[config.mk]
export PLATFORM = sky130hd
export DESIGN_NAME = mm_scheduler_flat
export DESIGN_NICKNAME = d
export VERILOG_FILES = /design/src/rtl/mm_scheduler_if.sv /design/src/rtl/mm_scheduler.sv /design/src/flat_wrapper.sv
export SDC_FILE = /design/constraint.sdc
export NUM_CORES = 1
export LEC_CHECK = 0
export BUFFER_PORTS_ARGS = -buffer_cell sky130_fd_sc_hd__buf_2
export CAP_MARGIN = 0
export CORE_MARGIN = 5
export CORE_UTILIZATION = 40
export CTS_CLUSTER_DIAMETER = 60
export DETAILED_ROUTE_END_ITERATION = 12
export PLACE_DENSITY = 0.64
export SETUP_SLACK_MARGIN = 0.15
export SYNTH_ARGS = -nofsm -noshare
export SYNTH_HDL_FRONTEND = slang
export SYNTH_SLANG_ARGS = --single-unit
[constraint.sdc]
create_clock -name clk -period 8.3 [get_ports clk]
set_input_delay 1.66 -clock clk [delete_from_list [all_inputs] [get_ports clk]]
set_output_delay 1.66 -clock clk [all_outputs]
set_load 0.05 [all_outputs]
[src/rtl/mm_scheduler_if.sv]
// Bus between the instruction decoder / MM engine side and the scheduler.
// The scheduler uses the slave modport; the decoder/engine side uses master.
interface mm_scheduler_if #(
  parameter int FIFO_DEPTH = 4,
  parameter int CYC_W      = 32
);
  localparam int CNT_W = $clog2(FIFO_DEPTH) + 1;

  // Instruction port
  logic               inst_valid;
  logic               inst_ready;
  logic [127:0]       inst_data;

  // Engine parameter bus and control
  logic [12:0]        weight_start_addr;
  logic [10:0]        input_start_addr;
  logic [10:0]        output_start_addr;
  logic [8:0]         bias_start_addr;
  logic [7:0]         input_addr_per_feature;
  logic [7:0]         output_addr_per_feature;
  logic [15:0]        number_of_node;
  logic               r;
  logic               a;
  logic               b;
  logic               start_valid;
  logic               done;

  // Completion record
  logic               cmpl_valid;
  logic               cmpl_ready;
  logic [7:0]         cmpl_id;
  logic               cmpl_err;
  logic [CYC_W-1:0]   cmpl_cycles;

  // Status
  logic               busy;
  logic [CNT_W-1:0]   fifo_count;
  logic               spurious_done;

  modport slave (
    input  inst_valid, inst_data, done, cmpl_ready,
    output inst_ready, weight_start_addr, input_start_addr, output_start_addr,
           bias_start_addr, input_addr_per_feature, output_addr_per_feature,
           number_of_node, r, a, b, start_valid, cmpl_valid, cmpl_id, cmpl_err,
           cmpl_cycles, busy, fifo_count, spurious_done
  );

  modport master (
    output inst_valid, inst_data, done, cmpl_ready,
    input  inst_ready, weight_start_addr, input_start_addr, output_start_addr,
           bias_start_addr, input_addr_per_feature, output_addr_per_feature,
           number_of_node, r, a, b, start_valid, cmpl_valid, cmpl_id, cmpl_err,
           cmpl_cycles, busy, fifo_count, spurious_done
  );
endinterface

[src/rtl/mm_scheduler.sv]
// Instruction-level sequencer for the matrix-multiply engine: buffers packed
// instructions, issues one start pulse per instruction, holds the parameter
// bus until the engine's done pulse and returns a completion record.
module mm_scheduler #(
  parameter int FIFO_DEPTH = 4,
  parameter int CYC_W      = 32
) (
  input  logic          clk,
  input  logic          rstn,
  mm_scheduler_if.slave bus
);
  localparam int PTR_W  = $clog2(FIFO_DEPTH);
  localparam int CNT_W  = PTR_W + 1;
  localparam int INST_W = 87;  // bits [86:0] carry fields; the rest is reserved

  localparam logic [1:0] IDLE  = 2'd0;
  localparam logic [1:0] ISSUE = 2'd1;
  localparam logic [1:0] RUN   = 2'd2;
  localparam logic [1:0] RESP  = 2'd3;

  logic [1:0]        state;
  logic [INST_W-1:0] mem [FIFO_DEPTH];
  logic [PTR_W-1:0]  wr_ptr;
  logic [PTR_W-1:0]  rd_ptr;
  logic [CNT_W-1:0]  count;
  logic [INST_W-1:0] head;
  logic [INST_W-1:0] prm;
  logic [CYC_W-1:0]  cycles;
  logic              err;
  logic              spurious;
  logic              push;
  logic              pop;
  logic              head_zero;
  logic              unused_reserved;

  assign unused_reserved = ^bus.inst_data[127:INST_W];

  assign bus.inst_ready = (count != CNT_W'(FIFO_DEPTH));
  assign push           = bus.inst_valid && bus.inst_ready;
  assign pop            = (state == IDLE) && (count != '0);
  assign head           = mem[rd_ptr];
  // Zero Ci, Co or N means the engine would have nothing to do.
  assign head_zero      = (head[59:52] == '0) || (head[67:60] == '0) || (head[83:68] == '0);

  // Instruction storage write port.
  // NOTE: the storage array is deliberately not reset; validity is tracked by
  // the pointers and count, so resetting every entry would only cost logic.
  always_ff @(posedge clk) begin
    if (push) mem[wr_ptr] <= bus.inst_data[INST_W-1:0];
  end

  // FIFO pointers and occupancy; simultaneous push and pop cancel out.
  // NOTE: all state is updated with non-blocking assignments so every register
  // samples pre-edge values regardless of statement order.
  always_ff @(posedge clk or negedge rstn) begin
    if (!rstn) begin
      wr_ptr <= '0;
      rd_ptr <= '0;
      count  <= '0;
    end else begin
      if (push) wr_ptr <= wr_ptr + PTR_W'(1);
      if (pop)  rd_ptr <= rd_ptr + PTR_W'(1);
      case ({push, pop})
        2'b10:   count <= count + CNT_W'(1);
        2'b01:   count <= count - CNT_W'(1);
        default: count <= count;
      endcase
    end
  end

  // Sequencer: pop, issue, wait for done, present completion.
  always_ff @(posedge clk or negedge rstn) begin
    if (!rstn) begin
      state    <= IDLE;
      prm      <= '0;
      cycles   <= '0;
      err      <= 1'b0;
      spurious <= 1'b0;
    end else begin
      // The engine cannot legally finish outside RUN (including the ISSUE cycle).
      if (bus.done && (state != RUN)) spurious <= 1'b1;
      case (state)
        IDLE: begin
          if (pop) begin
            prm    <= head;
            cycles <= '0;
            err    <= head_zero;
            state  <= head_zero ? RESP : ISSUE;
          end
        end
        ISSUE: begin
          cycles <= CYC_W'(1);
          state  <= RUN;
        end
        RUN: begin
          if (cycles != '1) cycles <= cycles + CYC_W'(1);
          if (bus.done) begin
            err   <= 1'b0;
            state <= RESP;
          end
        end
        default: begin  // RESP
          if (bus.cmpl_ready) state <= IDLE;
        end
      endcase
    end
  end

  // Parameter bus: bit-exact copies of the popped instruction fields.
  assign bus.weight_start_addr       = prm[20:8];
  assign bus.input_start_addr        = prm[31:21];
  assign bus.output_start_addr       = prm[42:32];
  assign bus.bias_start_addr         = prm[51:43];
  assign bus.input_addr_per_feature  = prm[59:52];
  assign bus.output_addr_per_feature = prm[67:60];
  assign bus.number_of_node          = prm[83:68];
  assign bus.r                       = prm[84];
  assign bus.a                       = prm[85];
  assign bus.b                       = prm[86];

  assign bus.start_valid   = (state == ISSUE);
  assign bus.cmpl_valid    = (state == RESP);
  assign bus.cmpl_id       = prm[7:0];
  assign bus.cmpl_err      = err;
  assign bus.cmpl_cycles   = cycles;
  assign bus.busy          = (state != IDLE) || (count != '0);
  assign bus.fifo_count    = count;
  assign bus.spurious_done = spurious;
endmodule

[src/flat_wrapper.sv]
// flat-port wrapper written by rule: the top's interface ports become plain ports
module mm_scheduler_flat 
#(
  parameter int FIFO_DEPTH = 4,
  parameter int CYC_W      = 32
)
  (clk, rstn, bus_inst_valid, bus_inst_data, bus_done, bus_cmpl_ready, bus_inst_ready, bus_weight_start_addr, bus_input_start_addr, bus_output_start_addr, bus_bias_start_addr, bus_input_addr_per_feature, bus_output_addr_per_feature, bus_number_of_node, bus_r, bus_a, bus_b, bus_start_valid, bus_cmpl_valid, bus_cmpl_id, bus_cmpl_err, bus_cmpl_cycles, bus_busy, bus_fifo_count, bus_spurious_done);
  mm_scheduler_if #(.FIFO_DEPTH(FIFO_DEPTH), .CYC_W(CYC_W)) bus_i ();
  input  logic clk;
  input  logic rstn;
  input wire logic [$bits(bus_i.inst_valid)-1:0] bus_inst_valid;
  input wire logic [$bits(bus_i.inst_data)-1:0] bus_inst_data;
  input wire logic [$bits(bus_i.done)-1:0] bus_done;
  input wire logic [$bits(bus_i.cmpl_ready)-1:0] bus_cmpl_ready;
  output wire logic [$bits(bus_i.inst_ready)-1:0] bus_inst_ready;
  output wire logic [$bits(bus_i.weight_start_addr)-1:0] bus_weight_start_addr;
  output wire logic [$bits(bus_i.input_start_addr)-1:0] bus_input_start_addr;
  output wire logic [$bits(bus_i.output_start_addr)-1:0] bus_output_start_addr;
  output wire logic [$bits(bus_i.bias_start_addr)-1:0] bus_bias_start_addr;
  output wire logic [$bits(bus_i.input_addr_per_feature)-1:0] bus_input_addr_per_feature;
  output wire logic [$bits(bus_i.output_addr_per_feature)-1:0] bus_output_addr_per_feature;
  output wire logic [$bits(bus_i.number_of_node)-1:0] bus_number_of_node;
  output wire logic [$bits(bus_i.r)-1:0] bus_r;
  output wire logic [$bits(bus_i.a)-1:0] bus_a;
  output wire logic [$bits(bus_i.b)-1:0] bus_b;
  output wire logic [$bits(bus_i.start_valid)-1:0] bus_start_valid;
  output wire logic [$bits(bus_i.cmpl_valid)-1:0] bus_cmpl_valid;
  output wire logic [$bits(bus_i.cmpl_id)-1:0] bus_cmpl_id;
  output wire logic [$bits(bus_i.cmpl_err)-1:0] bus_cmpl_err;
  output wire logic [$bits(bus_i.cmpl_cycles)-1:0] bus_cmpl_cycles;
  output wire logic [$bits(bus_i.busy)-1:0] bus_busy;
  output wire logic [$bits(bus_i.fifo_count)-1:0] bus_fifo_count;
  output wire logic [$bits(bus_i.spurious_done)-1:0] bus_spurious_done;
  assign bus_i.inst_valid = bus_inst_valid;
  assign bus_i.inst_data = bus_inst_data;
  assign bus_i.done = bus_done;
  assign bus_i.cmpl_ready = bus_cmpl_ready;
  assign bus_inst_ready = bus_i.inst_ready;
  assign bus_weight_start_addr = bus_i.weight_start_addr;
  assign bus_input_start_addr = bus_i.input_start_addr;
  assign bus_output_start_addr = bus_i.output_start_addr;
  assign bus_bias_start_addr = bus_i.bias_start_addr;
  assign bus_input_addr_per_feature = bus_i.input_addr_per_feature;
  assign bus_output_addr_per_feature = bus_i.output_addr_per_feature;
  assign bus_number_of_node = bus_i.number_of_node;
  assign bus_r = bus_i.r;
  assign bus_a = bus_i.a;
  assign bus_b = bus_i.b;
  assign bus_start_valid = bus_i.start_valid;
  assign bus_cmpl_valid = bus_i.cmpl_valid;
  assign bus_cmpl_id = bus_i.cmpl_id;
  assign bus_cmpl_err = bus_i.cmpl_err;
  assign bus_cmpl_cycles = bus_i.cmpl_cycles;
  assign bus_busy = bus_i.busy;
  assign bus_fifo_count = bus_i.fifo_count;
  assign bus_spurious_done = bus_i.spurious_done;
  mm_scheduler #(.FIFO_DEPTH(FIFO_DEPTH), .CYC_W(CYC_W)) u_core (.clk(clk), .rstn(rstn), .bus(bus_i));
endmodule
==> flow_results.xml <==
<?xml version="1.0" encoding="UTF-8"?>
<metrics>
  <group name="run_status">
    <metric name="status" unit="">complete, no violations</metric>
  </group>
  <group name="floorplanning">
    <metric name="placement_rows" unit="">78</metric>
    <metric name="area_of_the_die" unit="mm2">0.0506</metric>
    <metric name="initial_utilization" unit="%">40.5</metric>
    <metric name="ios" unit="">261</metric>
    <metric name="die-width" unit="um">225</metric>
    <metric name="floorplan.die.height" unit="um">225</metric>
    <metric name="design.core.area" unit="mm2">0.0456</metric>
  </group>
  <group name="power_and_ir_drop">
    <metric name="cellPowerDensity" unit="mW/mm2">396</metric>
    <metric name="ir_worst_vdd" unit="mV">0.232</metric>
    <metric name="total_leakage_power" unit="nW">8.58</metric>
  </group>
  <group name="critical_path">
    <metric name="timing_worst_setup_path_type" unit="">register to output port</metric>
    <metric name="worst_setup_path_end_kind" unit="">output port</metric>
    <metric name="startpoint_of_the_most_critical_register_to_register_path" unit="">u_core.rd_ptr[0]</metric>
    <metric name="critical_path_data_required_time" unit="ns">6.64</metric>
    <metric name="ff2ff_path_depth" unit="">6</metric>
    <metric name="critPathLaunch" unit="">u_core.state[0]</metric>
    <metric name="arrival" unit="ns">2.15</metric>
    <metric name="r2r-end" unit="">u_core.state[1]</metric>
    <metric name="critPathLaunchType" unit="">register</metric>
    <metric name="worst_setup_path_endpoint" unit="">bus_busy</metric>
    <metric name="timing.reg2reg.setup_slack" unit="ns">4.52</metric>
    <metric name="critical_path_peak_fanout" unit="">6</metric>
  </group>
  <group name="synthesis">
    <metric name="yosys.area_share.simple" unit="%">9.36</metric>
    <metric name="largest_cells_by_area_after_synthesis" unit="">sky130_fd_sc_hd__edfxtp_1, sky130_fd_sc_hd__dfrtp_1, sky130_fd_sc_hd__mux4_2, sky130_fd_sc_hd__nand2_1, sky130_fd_sc_hd__o31ai_1</metric>
    <metric name="synth.avg_cell_area" unit="um2">16.5</metric>
    <metric name="synth_adder_area_share" unit="%">0.785</metric>
    <metric name="synth.yosys.seq_area_share" unit="%">74.2</metric>
    <metric name="netlist_instances" unit="">1118</metric>
    <metric name="synth-compound-area-share" unit="%">3.01</metric>
    <metric name="synthesis.nets" unit="">1262</metric>
    <metric name="synthMuxAreaShare" unit="%">10.8</metric>
    <metric name="ys_ff_latch" unit="">478</metric>
    <metric name="cell_area_after_technology_mapping" unit="mm2">0.0185</metric>
    <metric name="synth_top_area_cell" unit="">sky130_fd_sc_hd__edfxtp_1</metric>
    <metric name="synth_top_family_by_area" unit="">multiplexers</metric>
    <metric name="parity_gate_share_of_the_synthesized_area_counting_xor_and_xnor_cells" unit="%">0.332</metric>
    <metric name="synth_cell_types" unit="">51</metric>
    <metric name="area_fraction_of_the_dominant_cell_type_after_synthesis" unit="%">56.5</metric>
    <metric name="total_number_of_yosys_warnings" unit="">0</metric>
  </group>
  <group name="placement">
    <metric name="dp.final_hpwl" unit="mm">24.0</metric>
    <metric name="io_buffers" unit="">219</metric>
    <metric name="dpl_cell_area" unit="mm2">0.0202</metric>
    <metric name="gp_routability_congestion" unit="">0.805</metric>
  </group>
  <group name="timing">
    <metric name="layout_worst_path_cycle_share" unit="%">45.9</metric>
    <metric name="grt_setup_unrepaired" unit="">no</metric>
    <metric name="timing.final.setup_violations" unit="">0</metric>
    <metric name="timing_hold_violations_final" unit="">0</metric>
    <metric name="timing.fmax" unit="MHz">262</metric>
    <metric name="finClkSkew" unit="ns">0.0267</metric>
    <metric name="slew_headroom" unit="%">29.8</metric>
    <metric name="fin_crit_period" unit="ns">3.81</metric>
    <metric name="report.final.slew_viol_count" unit="">0</metric>
    <metric name="totalNegativeSetupSlack" unit="ns">0</metric>
    <metric name="worst_max_slew_pin_slew" unit="ns">1.05</metric>
  </group>
  <group name="layout">
    <metric name="drive_above_1_share" unit="%">29.6</metric>
    <metric name="ff_latch_area" unit="mm2">0.0137</metric>
    <metric name="net_count_reported_at_finish" unit="">1495</metric>
    <metric name="finalCoreUtilization" unit="%">48.2</metric>
    <metric name="fin_area" unit="mm2">0.0220</metric>
    <metric name="multi_input_gate_area" unit="mm2">0.00452</metric>
    <metric name="syn2layout_area_growth" unit="%">18.9</metric>
    <metric name="fill_cells" unit="">3866</metric>
  </group>
  <group name="drt">
    <metric name="detailedRoute.firstIterationViolations" unit="">726</metric>
    <metric name="drcViolationCount" unit="">0</metric>
    <metric name="drt-wirelength-per-cell" unit="um">20.5</metric>
    <metric name="route.vias.total" unit="">10400</metric>
    <metric name="drtPass1Iterations" unit="">5</metric>
    <metric name="avgViaCountPerCell" unit="">5.20</metric>
    <metric name="wl_final" unit="mm">41.0</metric>
    <metric name="postRouteAntennaNets" unit="">0</metric>
  </group>
  <group name="grt">
    <metric name="antenna_found_initial" unit="">14</metric>
    <metric name="global_route_usage_sum" unit="%">16.5</metric>
    <metric name="grt_pass1_vias" unit="">10900</metric>
    <metric name="globalRoute.totalOverflow" unit="">0</metric>
    <metric name="grt_first_pass_wirelength" unit="mm">64.8</metric>
    <metric name="pin_count_of_the_biggest_net_entering_global_routing" unit="">73</metric>
  </group>
  <group name="clocking">
    <metric name="clock_tree_from_tritoncts" unit="">yes</metric>
    <metric name="numCtsBuffers" unit="">51</metric>
    <metric name="clock_tree.htree_level_count" unit="">2</metric>
    <metric name="postCtsSetupRepairBufs" unit="">0</metric>
    <metric name="worstSkewPairLatency" unit="ns">0.60</metric>
    <metric name="post_cts_hold_buffer_count" unit="">0</metric>
    <metric name="cts_num_sinks" unit="">478</metric>
    <metric name="clock_path_buffers" unit="">3</metric>
    <metric name="number_of_gates_resized_after_cts" unit="">0</metric>
    <metric name="clk_pin_slew_worst_setup_hold_paths" unit="ns">0.06</metric>
    <metric name="clock_tree.root_cell" unit="">sky130_fd_sc_hd__clkbuf_16</metric>
  </group>
  <group name="run">
    <metric name="drv.max_cap_violation_count" unit="">0</metric>
  </group>
  <group name="worst_hold_path">
    <metric name="worstHoldPathType" unit="">register to register</metric>
  </group>
</metrics>
[cell usage after synthesis, drive strengths merged]
master,instances
a31oi,4
or3,4
a211oi,3
ha,10
a41oi,1
clkbuf,28
nand3,13
a21oi,14
or4,4
nand4,15
and2,5
nand2b,3
nor4,14
o221ai,1
xnor2,5
nor2,10
a211o,1
o21ai,19
buf,23
o22ai,5
and3,10
xor2,2
o31ai,28
o41ai,3
or2,1
nor3,5
fa,1
o211ai,2
inv,18
dfrtp,130
o21bai,1
nand3b,3
edfxtp,348
mux4,87
nor4b,2
and4,5
nand2,284
a21o,3
mux2i,3
[cells by family (layout without fill, tap and decap cells)]
kind of cell,after synthesis,after routing
flops,478,478
simple gates,378,378
mux,90,90
compound gates,85,85
buf+inv,69,345
fa+ha+maj,11,11
xor+xnor,7,7
other cells,0,5
[worst max-delay path, stage by stage, from the launching register on]
cell and delay [ns]:
sky130_fd_sc_hd__dfrtp_1 0.40, sky130_fd_sc_hd__inv_1 0.11, sky130_fd_sc_hd__ha_1 0.32, sky130_fd_sc_hd__nor4b_1 0.29, sky130_fd_sc_hd__buf_4 0.21, sky130_fd_sc_hd__inv_1 0.04
sky130_fd_sc_hd__buf_2 0.20
[layout make-up]
cell class                      instances  area share, %
Antenna cell                            5         0.0570
Clock buffer                           75           6.54
Clock inverter                         21           1.26
Inverter                               18          0.313
Multi-Input combinational cell        571           20.6
Sequential cell                       478           62.4
Tap cell                              600           3.42
Timing Repair Buffer                  231           5.43
[registers in the layout, indices dropped and copies added, names as in the netlist]
| name | count |
|---|---|
| u_core.bus.fifo_count | 3 |
| u_core.bus.cmpl_cycles | 32 |
| u_core.bus.spurious_done | 1 |
| u_core.rd_ptr | 2 |
| u_core.bus.cmpl_err | 1 |
| u_core.mem | 348 |
| u_core.prm | 87 |
| u_core.wr_ptr | 2 |
| u_core.state | 2 |
[layout by cell type, fill, tap and decap left out, types with 13 or more instances in the layout]
cell type                     n
sky130_fd_sc_hd__edfxtp_1   348
sky130_fd_sc_hd__nand2_1    284
sky130_fd_sc_hd__buf_2      218
sky130_fd_sc_hd__dfrtp_1    128
sky130_fd_sc_hd__mux4_2      87
sky130_fd_sc_hd__clkbuf_16   51
sky130_fd_sc_hd__o31ai_1     26
sky130_fd_sc_hd__o21ai_0     19
sky130_fd_sc_hd__inv_1       17
sky130_fd_sc_hd__clkbuf_1    17
sky130_fd_sc_hd__a21oi_1     14
sky130_fd_sc_hd__nand3_1     13
[how the worst min path moves through the flow]
stage                              from                  endpoint  slack, ns  depth (start not counted)
4_1_cts        u_core.bus.spurious_done  u_core.bus.spurious_done       0.47                          1
3_5_place_dp             u_core.prm[48]            u_core.prm[48]       0.46                          2
3_3_place_gp   u_core.bus.spurious_done  u_core.bus.spurious_done       0.44                          1
5_1_grt        u_core.bus.spurious_done  u_core.bus.spurious_done       0.48                          1
2_1_floorplan           u_core.state[0]           u_core.state[0]       0.57                          2
6_report       u_core.bus.spurious_done  u_core.bus.spurious_done       0.46                          1
[power by group]
group	leakage [nW]	switching (mW)	internal, mW	total [mW]
combinational	2.91	2.00	0.900	2.90
sequential	4.84	0.326	3.19	3.52
clock	0.829	0.926	1.36	2.29
[per-layer routing]
| layer | share of wire, % | track usage [%] | vias to the layer above | wire length [um] |
|---|---|---|---|---|
| li1 | - | - | 4735 | - |
| met2 | 49 | 27.0 | 271 | 20000 |
| met4 | 2.4 | 4.46 | 14 | 980 |
| met5 | 0.22 | 0 | - | 90 |
| met1 | 41 | 21.6 | 5294 | 17000 |
| met3 | 7.2 | 4.94 | 82 | 2970 |
[through the flow]
step	hold slack, ns	instances	total power, mW	setup slack [ns]
5_1_grt	0.478	1996	9.23	4.05
4_1_cts	0.470	1994	8.87	4.28
6_report	0.463	1999	8.71	4.49
3_5_place_dp	0.457	1898	6.55	4.32
2_1_floorplan	0.567	1118	5.70	4.11
3_3_place_gp	0.436	1898	6.50	4.31
No activity file was read; power rests on OpenSTA's default activity.
